===== src/rtl/cache_line_arbiter_adapter.sv =====
`default_nettype none
// ============================================================================
//  Module   : cache_line_arbiter_adapter
//  Purpose  : Round-robin arbiter that connects NUM_CH cache line requesters
//             to a single burst DRAM port. Line writebacks are split into
//             BEAT_WIDTH beats. Read beats are checked against the issued
//             line address and then assembled into full lines.
//  Ports    :
//    clk, rst             clock, synchronous active-high reset
//    ch_addr/ch_wdata     packed per-channel line address / writeback line
//    ch_read/ch_write     per-channel level requests, held until ch_resp
//    ch_resp              one-cycle completion pulse to the granted channel
//    ch_rdata             packed per-channel read line, held until next read
//    dram_addr/read       line-aligned burst address, one-cycle read command
//    dram_write/wdata     write beat valid / data
//    dram_ready           DRAM accepts the command or beat this cycle
//    dram_raddr/rdata/    returning read beat: line address, data, valid
//    dram_rvalid
//    err_raddr            sticky flag, set by a read beat with a wrong address
//  Revision : 1.0  initial release
// ============================================================================
module cache_line_arbiter_adapter #(
   parameter int NUM_CH     = 2,
   parameter int ADDR_WIDTH = 32,
   parameter int LINE_WIDTH = 256,
   parameter int BEAT_WIDTH = 64
) (
   input  logic                         clk,
   input  logic                         rst,
   input  logic [NUM_CH*ADDR_WIDTH-1:0] ch_addr,
   input  logic [NUM_CH*LINE_WIDTH-1:0] ch_wdata,
   input  logic [NUM_CH-1:0]            ch_read,
   input  logic [NUM_CH-1:0]            ch_write,
   output logic [NUM_CH-1:0]            ch_resp,
   output logic [NUM_CH*LINE_WIDTH-1:0] ch_rdata,
   output logic [ADDR_WIDTH-1:0]        dram_addr,
   output logic                         dram_read,
   output logic                         dram_write,
   output logic [BEAT_WIDTH-1:0]        dram_wdata,
   input  logic                         dram_ready,
   input  logic [ADDR_WIDTH-1:0]        dram_raddr,
   input  logic [BEAT_WIDTH-1:0]        dram_rdata,
   input  logic                         dram_rvalid,
   output logic                         err_raddr
);

   localparam int BEATS    = LINE_WIDTH / BEAT_WIDTH;
   localparam int CNT_W    = $clog2(BEATS);
   localparam int CH_W     = (NUM_CH > 1) ? $clog2(NUM_CH) : 1;
   localparam int OFF_BITS = $clog2(LINE_WIDTH / 8);

   // Clears the byte-within-line bits of a request address.
   localparam logic [ADDR_WIDTH-1:0] ALIGN_MASK =
      {{(ADDR_WIDTH-OFF_BITS){1'b1}}, {OFF_BITS{1'b0}}};
   localparam logic [CNT_W-1:0] LAST_BEAT = CNT_W'(BEATS - 1);
   // The pointer starts on the last channel so channel 0 wins the first grant.
   localparam logic [CH_W-1:0]  RR_INIT   = CH_W'(NUM_CH - 1);

   typedef enum logic [2:0] {
      ST_IDLE    = 3'd0,
      ST_RD_CMD  = 3'd1,
      ST_RD_DATA = 3'd2,
      ST_WR_DATA = 3'd3,
      ST_RESP    = 3'd4
   } state_t;

   // ------------------------------------------------------------------------
   // State
   // ------------------------------------------------------------------------
   state_t                  state_q,      state_d;
   logic [CH_W-1:0]         ch_q,         ch_d;
   logic [CH_W-1:0]         rr_q,         rr_d;
   logic [ADDR_WIDTH-1:0]   addr_q,       addr_d;
   logic [CNT_W-1:0]        cnt_q,        cnt_d;
   logic [BEAT_WIDTH-1:0]   line_q [BEATS];
   logic [BEAT_WIDTH-1:0]   line_d [BEATS];
   logic [LINE_WIDTH-1:0]   ch_rdata_q [NUM_CH];
   logic [LINE_WIDTH-1:0]   ch_rdata_d [NUM_CH];
   logic [NUM_CH-1:0]       ch_resp_q,    ch_resp_d;
   logic                    dram_read_q,  dram_read_d;
   logic                    dram_write_q, dram_write_d;
   logic [BEAT_WIDTH-1:0]   dram_wdata_q, dram_wdata_d;
   logic                    err_q,        err_d;

   // ------------------------------------------------------------------------
   // Unpack the per-channel buses so they can be indexed by channel number
   // ------------------------------------------------------------------------
   logic [ADDR_WIDTH-1:0]   ch_addr_arr  [NUM_CH];
   logic [LINE_WIDTH-1:0]   ch_wdata_arr [NUM_CH];

   generate
      for (genvar gi = 0; gi < NUM_CH; gi++) begin : g_ch
         assign ch_addr_arr[gi]                       = ch_addr[gi*ADDR_WIDTH +: ADDR_WIDTH];
         assign ch_wdata_arr[gi]                      = ch_wdata[gi*LINE_WIDTH +: LINE_WIDTH];
         assign ch_rdata[gi*LINE_WIDTH +: LINE_WIDTH] = ch_rdata_q[gi];
      end
   endgenerate

   // ------------------------------------------------------------------------
   // Round-robin arbitration. The search starts at the channel after the
   // previous grant and takes the first channel with a request.
   // ------------------------------------------------------------------------
   logic [NUM_CH-1:0] req;
   logic              grant_vld;
   logic [CH_W-1:0]   grant_idx;

   assign req = ch_read | ch_write;

   always_comb begin
      int              c;
      logic [CH_W-1:0] cand;
      grant_vld = 1'b0;
      grant_idx = '0;
      cand      = '0;
      for (int i = 1; i <= NUM_CH; i++) begin
         c = int'(rr_q) + i;
         if (c >= NUM_CH) begin
            c = c - NUM_CH;
         end
         cand = CH_W'(c);
         if (!grant_vld && req[cand]) begin
            grant_vld = 1'b1;
            grant_idx = cand;
         end
      end
   end

   // Writeback line of the winning channel, split into beats.
   logic [LINE_WIDTH-1:0] gnt_wdata;
   logic [BEAT_WIDTH-1:0] gnt_beat [BEATS];
   logic [LINE_WIDTH-1:0] line_flat;
   logic [LINE_WIDTH-1:0] line_asm;

   assign gnt_wdata = ch_wdata_arr[grant_idx];

   generate
      for (genvar gb = 0; gb < BEATS; gb++) begin : g_beat
         assign gnt_beat[gb]                          = gnt_wdata[gb*BEAT_WIDTH +: BEAT_WIDTH];
         assign line_flat[gb*BEAT_WIDTH +: BEAT_WIDTH] = line_q[gb];
      end
   endgenerate

   // The final beat always fills the top slot. The complete line is formed
   // from the stored beats plus the beat arriving now, so it can be written to
   // ch_rdata in the same cycle.
   assign line_asm = {dram_rdata, line_flat[LINE_WIDTH-BEAT_WIDTH-1:0]};

   // ------------------------------------------------------------------------
   // Next-state and registered-output logic
   // ------------------------------------------------------------------------
   always_comb begin
      state_d      = state_q;
      ch_d         = ch_q;
      rr_d         = rr_q;
      addr_d       = addr_q;
      cnt_d        = cnt_q;
      line_d       = line_q;
      ch_rdata_d   = ch_rdata_q;
      ch_resp_d    = '0;
      dram_read_d  = dram_read_q;
      dram_write_d = dram_write_q;
      dram_wdata_d = dram_wdata_q;
      err_d        = err_q;

      case (state_q)
         ST_IDLE: begin
            if (grant_vld) begin
               ch_d   = grant_idx;
               rr_d   = grant_idx;
               addr_d = ch_addr_arr[grant_idx] & ALIGN_MASK;
               line_d = gnt_beat;
               cnt_d  = '0;
               // When a channel raises read and write together, the write
               // is served first. The read stays pending and is arbitrated
               // again later.
               if (ch_write[grant_idx]) begin
                  state_d      = ST_WR_DATA;
                  dram_write_d = 1'b1;
                  dram_wdata_d = gnt_beat[0];
               end else begin
                  state_d     = ST_RD_CMD;
                  dram_read_d = 1'b1;
               end
            end
         end

         ST_RD_CMD: begin
            if (dram_ready) begin
               dram_read_d = 1'b0;
               state_d     = ST_RD_DATA;
            end
         end

         ST_RD_DATA: begin
            if (dram_rvalid) begin
               if (dram_raddr == addr_q) begin
                  line_d[cnt_q] = dram_rdata;
                  cnt_d         = cnt_q + CNT_W'(1);
                  if (cnt_q == LAST_BEAT) begin
                     ch_rdata_d[ch_q] = line_asm;
                     ch_resp_d[ch_q]  = 1'b1;
                     state_d          = ST_RESP;
                  end
               end else begin
                  // Beats for another line are dropped and not stored.
                  err_d = 1'b1;
               end
            end
         end

         ST_WR_DATA: begin
            if (dram_ready) begin
               cnt_d = cnt_q + CNT_W'(1);
               if (cnt_q == LAST_BEAT) begin
                  dram_write_d    = 1'b0;
                  ch_resp_d[ch_q] = 1'b1;
                  state_d         = ST_RESP;
               end else begin
                  dram_wdata_d = line_q[cnt_d];
               end
            end
         end

         ST_RESP: begin
            // No grant here, so IDLE always lasts at least one cycle.
            cnt_d   = '0;
            state_d = ST_IDLE;
         end

         default: begin
            state_d = ST_IDLE;
         end
      endcase
   end

   always_ff @(posedge clk) begin
      if (rst) begin
         state_q      <= ST_IDLE;
         ch_q         <= '0;
         rr_q         <= RR_INIT;
         addr_q       <= '0;
         cnt_q        <= '0;
         ch_resp_q    <= '0;
         dram_read_q  <= 1'b0;
         dram_write_q <= 1'b0;
         dram_wdata_q <= '0;
         err_q        <= 1'b0;
         for (int b = 0; b < BEATS; b++) begin
            line_q[b] <= '0;
         end
         for (int i = 0; i < NUM_CH; i++) begin
            ch_rdata_q[i] <= '0;
         end
      end else begin
         state_q      <= state_d;
         ch_q         <= ch_d;
         rr_q         <= rr_d;
         addr_q       <= addr_d;
         cnt_q        <= cnt_d;
         ch_resp_q    <= ch_resp_d;
         dram_read_q  <= dram_read_d;
         dram_write_q <= dram_write_d;
         dram_wdata_q <= dram_wdata_d;
         err_q        <= err_d;
         line_q       <= line_d;
         ch_rdata_q   <= ch_rdata_d;
      end
   end

   // ------------------------------------------------------------------------
   // Outputs (all registered)
   // ------------------------------------------------------------------------
   assign ch_resp    = ch_resp_q;
   assign dram_addr  = addr_q;
   assign dram_read  = dram_read_q;
   assign dram_write = dram_write_q;
   assign dram_wdata = dram_wdata_q;
   assign err_raddr  = err_q;

endmodule
`default_nettype wire


===== config.mk =====
export PLATFORM = sky130hd
export DESIGN_NAME = cache_line_arbiter_adapter
export DESIGN_NICKNAME = d
export VERILOG_FILES = /design/src/rtl/cache_line_arbiter_adapter.sv
export SDC_FILE = /design/constraint.sdc
export NUM_CORES = 2
export LEC_CHECK = 0
export ABC_AREA = 1
export BUFFER_PORTS_ARGS = -buffer_cell sky130_fd_sc_hd__buf_2
export CAP_MARGIN = 10
export CORE_AREA = 2 2 510 512
export CTS_BUF_LIST = sky130_fd_sc_hd__clkbuf_4 sky130_fd_sc_hd__clkbuf_8
export CTS_CLUSTER_SIZE = 25
export DETAILED_ROUTE_END_ITERATION = 8
export DIE_AREA = 0 0 512 514
export GPL_ROUTABILITY_DRIVEN = 0
export PLACE_DENSITY_LB_ADDON = 0.12
export SLEW_MARGIN = 20
export SYNTH_ARGS = -nofsm -noshare
export SYNTH_HDL_FRONTEND = slang
export SYNTH_SLANG_ARGS = --single-unit

===== constraint.sdc =====
create_clock -name clk -period 2.5 [get_ports clk]
set_clock_uncertainty 0.1 [all_clocks]
set_input_delay 0.25 -clock clk [delete_from_list [all_inputs] [get_ports clk]]
set_output_delay 0.25 -clock clk [all_outputs]
set_load 0.02 [all_outputs]

## Word-level counts from Yosys, hierarchy flattened

Index checks and enable logic that the tools add are counted.

| storage, ports and cells | value |
|---|---|
| logic and storage cells | 139 |
| bits of input ports | 680 |
| output and inout bits | 613 |
| memories | 0 |
| bits in writable memories | 0 |
| register bits after elaboration | 871 |
| bits in latches | 0 |
| ROM bits | 0 |

| operators by class | value |
|---|---|
| shift-type cells | 0 |
| bitwise gates (word level) | 6 |
| div/mod/pow operators | 0 |
| multipliers | 0 |
| $add $sub $neg | 5 |
| $lt $le $gt $ge | 13 |
| mux-type cells | 65 |
| reductions and logical operators | 19 |
| eq/ne operators | 15 |

Operators with widths:

| operator | number |
|---|---|
| 256-bit two-way mux | 7 |
| 512-bit bitwise mux | 1 |
| 256-bit one-hot mux with 2 select lines | 1 |
| 64-bit two-way mux | 7 |
| 256-bit bitwise mux | 1 |
| 256-bit demux with 1-bit select | 1 |
| 64-bit binary-select mux with 2-bit select | 1 |
| 64-bit demux with 2-bit select | 1 |
| 64-bit one-hot mux with 2 select lines | 1 |
| 32-bit two-way mux | 3 |
| 32-bit == test | 1 |
| 1-bit two-way mux | 20 |
| 5-bit AND reduction | 4 |
| 2-bit two-way mux | 9 |
| 3-bit two-way mux | 6 |
| 2-bit inequality test, second input constant | 9 |
| 3-bit one-hot mux with 4 select lines | 1 |
| 4-bit AND reduction | 3 |
| 1-bit by 2-bit less-than comparator with 1-bit output, second input constant | 4 |
| 2-bit one-hot mux with 4 select lines | 1 |
| 3-bit by 2-bit == test with 1-bit output, second input constant | 2 |
| 2-bit greater-or-equal comparator, second input constant | 3 |
| 3-bit greater-or-equal comparator, second input constant | 2 |
| 2-bit NOT with 3-bit output | 2 |
| other kinds (24) | 32 |

## Logic depth before layout (Yosys ltp)

| depth | value |
|---|---|
| depth after elaboration | 16 |
| gate-level depth with buffers | 15 |

## Worst setup path after synthesis

OpenSTA, ideal clock, no wires.

| timing path | value |
|---|---|
| path kind | register to register |
| from | register cnt_q[0] |
| to | register dram_wdata_q[10], in the netlist dram_wdata[10] |
| arrival time | 2352 ps |
| path slack | -81 ps |
| stages on the path, launching flop included | 15 |
| path buffers | 4 |
| data required time | 2272 ps |
| path through | dfxtp_1 inv_1 clkbuf_1 clkbuf_1 ha_1 inv_1 clkbuf_1 clkbuf_1 a21oi_1 o21ai_0 nand2_1 nand2_1 o21ai_0 o21ai_0 a21oi_1 |

| on the way | value |
|---|---|
| word-level cells in the longest chain between the ends | 8 |
| elaborated cells on any way between the ends | 11 |

RTL lines:

| what | line | source |
|---|---|---|
| start, declared | 74 | `logic [CNT_W-1:0] cnt_q, cnt_d;` |
| start signal, assigned | 259 | `cnt_q <= cnt_d;` |
| 2-bit by 1-bit adder with 2-bit output | 213 | `cnt_d = cnt_q + CNT_W'(1);` |
| 2-bit NOT with 3-bit output (implied by the code) | 219 | `dram_wdata_d = line_q[cnt_d];` |
| 64-bit binary-select mux with 2-bit select | 219 |  |
| 64-bit two-way mux (implied by the code) (2 in series) | 219 |  |
| 64-bit two-way mux | 214 | `if (cnt_q == LAST_BEAT) begin` |
| 64-bit two-way mux | 212 | `if (dram_ready) begin` |
| 64-bit one-hot mux with 2 select lines | 165 | `case (state_q)` |
| end signal, assigned | 263 | `dram_wdata_q <= dram_wdata_d;` |
| end, declared | 82 | `logic [BEAT_WIDTH-1:0] dram_wdata_q, dram_wdata_d;` |

Parallel ways exist; a longest one is shown, timed or not. The select of a mux whose other input is x is not followed.
A chain may end at the register's enable or synchronous reset.

## Final worst setup path

| timing path | value |
|---|---|
| from | register state_q[2] |
| to | register line_q, in the netlist line_flat[227] |

| on the way | value |
|---|---|
| word-level cells in the longest chain between the ends | 3 |
| elaborated cells on any way between the ends | 8 |

RTL lines:

| what | line | source |
|---|---|---|
| start, declared | 70 | `state_t state_q, state_d;` |
| start signal, assigned | 255 | `state_q <= state_d;` |
| 3-bit by 2-bit == test with 1-bit output or 3-bit zero test (tied branches) | 165 |  |
| 2-bit inequality test (no source line) or 2-bit nonzero test (tied branches) | n/a |  |
| 4-bit AND reduction (no source line) | n/a |  |
| end signal, assigned | 265 | `line_q <= line_d;` |
| end, declared | 75 | `logic [BEAT_WIDTH-1:0] line_q [BEATS];` |

Parallel ways exist; a longest one is shown, timed or not.

==> flow_metrics.env <==
export IMPL_status="finished clean"
export IMPL_num_vias=55800
export IMPL_htree_num_levels=4
export IMPL_antenna_left=0
export IMPL_numCtsBuffers=184
export IMPL_fmax_mhz=413
export IMPL_maxCapViolations=0
export IMPL_slowest_stage="o22ai_1"
export IMPL_synth_top_area_cell="dfxtp_1"
export IMPL_tightest_slew_ns=0.761
export IMPL_drive_gt1_share_pct=19.8
export IMPL_crit_fanout=8
export IMPL_dieHeight_microns=514
export IMPL_dr_pass1_iters=6
export IMPL_synth_seq_cells=871
export IMPL_ir_drop_v=0.00138
export IMPL_yosysWarningCount=0
export IMPL_grt_pass1_wl_microns=395000
export IMPL_syn_to_final_growth_pct=51.4
export IMPL_syn_area_sq_mm=0.0468
export IMPL_final_max_slew_viol_count=0
export IMPL_die_width_microns=512
export IMPL_dpl_hpwl_microns=218000
export IMPL_synthTopCellsByArea="dfxtp_1, nand2_1, inv_1, nor2_1, o21ai_0"
export IMPL_drt_wl_total_microns=286000
export IMPL_grt_max_degree=104
export IMPL_placement_io_buffers=1277
export IMPL_drc=0
export IMPL_drtIter0Drc=3829
export IMPL_multi_input_area_sq_mm=0.0211
export IMPL_holdWs_ns=0.106
export IMPL_cts_sinks=871
export IMPL_async_flop_share_pct=0
export IMPL_grt_use_total_pct=20.7
export IMPL_ys_seq_area_share_pct=37.3
export IMPL_core_sq_mm=0.258
export IMPL_ios=1293
export IMPL_layout_cells_non_filler=13600
export IMPL_netlist_area_leader_share_pct=37.3
export IMPL_worst_setup_path_start_kind="flop"
export IMPL_yosys_most_used_dff="dfxtp_1"
export IMPL_start_util_pct=18.1
export IMPL_cts_root_buf="clkbuf_8"
export IMPL_path_class="reg2reg"
export IMPL_grt_overflow=0
export IMPL_clockBufferDepth=3
export IMPL_dpl_cell_count=12500
export IMPL_synthCells=8049
export IMPL_hp_class="in2reg"
export IMPL_ff_latch_area_sq_mm=0.0174
export IMPL_cp_required_ns=3.28
export IMPL_design_area_sq_mm=0.0709
export IMPL_finalCritPeriodShare_pct=96.9
export IMPL_crit_chain="inv_2 -> nand2_2 -> nor2_4 -> buf_4 -> nand2_8 -> buf_16 -> buf_4 -> o22ai_1 -> buf_4 -> inv_1 -> nand4_1 -> nand2_1 -> nor2_1"
export IMPL_rsz0062_at_grt="true"
export IMPL_finalHoldViolations=0
export IMPL_end_kind="flop"
export IMPL_insertion_delay_ns=0.99
export IMPL_via_per_inst=4.09
export IMPL_p_leak_nw=40.4
export IMPL_rows=187
export IMPL_arrival_ns=3.20
export IMPL_wire_per_inst_microns=21.0
export IMPL_powerDensity_mw_per_mm2=1010
export IMPL_synth_edf_count=0
export IMPL_ys_types=27
export IMPL_nFillCells=29500
export IMPL_post_dp_cell_area_sq_mm=0.0591
export IMPL_cpMostUsedCell="buf_4"
export IMPL_cts_tree="done"
export IMPL_relSlewSlack_pct=48.8
export IMPL_setup_viol=0
export IMPL_synth_avg_cell_area_sq_um=5.81
export IMPL_antenna_found_initial=58
export IMPL_slowest_delay_ns=0.36
export IMPL_fin_nets=10700
export IMPL_clk_pin_slew_worst_paths_ns=0.06
export IMPL_layout_min_cycle_time_ns=2.42
export IMPL_dieArea_sq_mm=0.263
export IMPL_grt_pass1_vias=54400
## final timing paths
check             cells after the start              to  slack (ns)            from
setup / recovery                     13  line_flat[227]        0.08      state_q[2]
hold / removal                        8    line_asm[37]        0.11   ch_wdata[293]
setup reg to reg                     13  line_flat[227]        0.08      state_q[2]
hold reg to reg                       2  dram_wdata[22]        0.34  dram_wdata[22]
## power breakdown
group          switching [mW]  internal [mW]  leakage [nW]
Combinational            23.1           12.4          31.2
Sequential               2.49           16.1          7.10
Clock                    7.62           9.63          2.13
Total                    33.2           38.1          40.4
## metal layers
| metal | part of all wire (%) | track usage (%) |
|---|---|---|
| met3 | 5.8 | 4.20 |
| met1 | 46 | 27.2 |
| met2 | 46 | 34.0 |
| met4 | 3.0 | 5.83 |
| met5 | 0.059 | 0 |
## registers in the layout, indices dropped and copies added, names as in the netlist, 2 cells and up
name / flops
ch_rdata: 512
dram_addr: 27
line_asm: 192
dram_wdata: 64
cnt_q: 2
state_q: 3
ch_resp: 2
line_flat: 64
## final cells by class
class / count / share of cell area, %
multi-input cells: 4944 / 29.7
clock buffers: 285 / 5.04
repair buffers: 2339 / 24.8
flip-flops and latches: 871 / 24.6
clock inverters: 44 / 0.628
diodes: 15 / 0.0530
well taps: 3402 / 6.00
inverters: 1725 / 9.17
## placed cells by master (no fill, tap or decap), types with 229 or more instances in the layout
cell / n
nand2_1: 2287
inv_1: 1717
nor2_1: 1494
buf_2: 1277
dfxtp_1: 865
dlygate4sd3_1: 713
o21ai_0: 378
nand4_1: 256
buf_4: 242
clkbuf_8: 229
## what timing repair did
item / 4_1_cts / 5_1_grt
gates resized for setup: 3 / 58
pin swaps: 1 / 5
endpoints found under the hold margin: 530 / 5
endpoints found under the setup margin: 471 / 457
gates cloned: 0 / 7
hold buffers: 712 / 5
setup buffers: 3 / 14
## cell families (layout without fill, tap and decap cells)
kind of cell	count (synthesis)	count (layout)	synth area share (%)
simple gates	4103	4103	34.5
compound gates	813	813	9.37
flops	871	871	37.3
fa+ha+maj	4	4	0.107
buf+inv	2238	4393	18.4
other cells	1	20	0.00801
xor+xnor	19	19	0.356
## Yosys cell counts (3+ instances only)
master    instances
buf_1            64
inv_2             3
clkbuf_1        274
nand2_1        2300
xnor2_1          19
a21oi_1         201
o211ai_1         27
ha_1              4
buf_2           170
inv_1          1722
buf_4             5
nor2_1         1498
o22ai_1         191
or2_2             4
nand3_2           4
o21ai_0         389
nand3_1          37
dfxtp_1         871
nand4_1         256
## critical path, delay by kind of cell, from the launching register on
| kind | cells | cell delay, ns |
|---|---|---|
| buffers and inverters | 6 | 0.85 |
| AND/OR/NAND/NOR | 6 | 0.65 |
| flip-flops | 1 | 0.33 |
| AO/OA/AOI/OAI | 1 | 0.36 |
## per-stage QoR
stage / TNS, ns / setup WS (ns) / utilization [%] / total power, mW
floorplan: 0 / 0.0703 / - / 36.3
global placement: -111.45 / -0.361 / 22.9 / 52.1
detailed placement: -121.04 / -0.352 / 22.9 / 52.1
CTS: 0 / 0.00289 / 27.2 / 71.3
global route: -0.0151 / -0.00957 / 27.5 / 76.6
finish: 0 / 0.0776 / 27.5 / 71.3
Note: power is estimated with default switching activity, not from simulation.
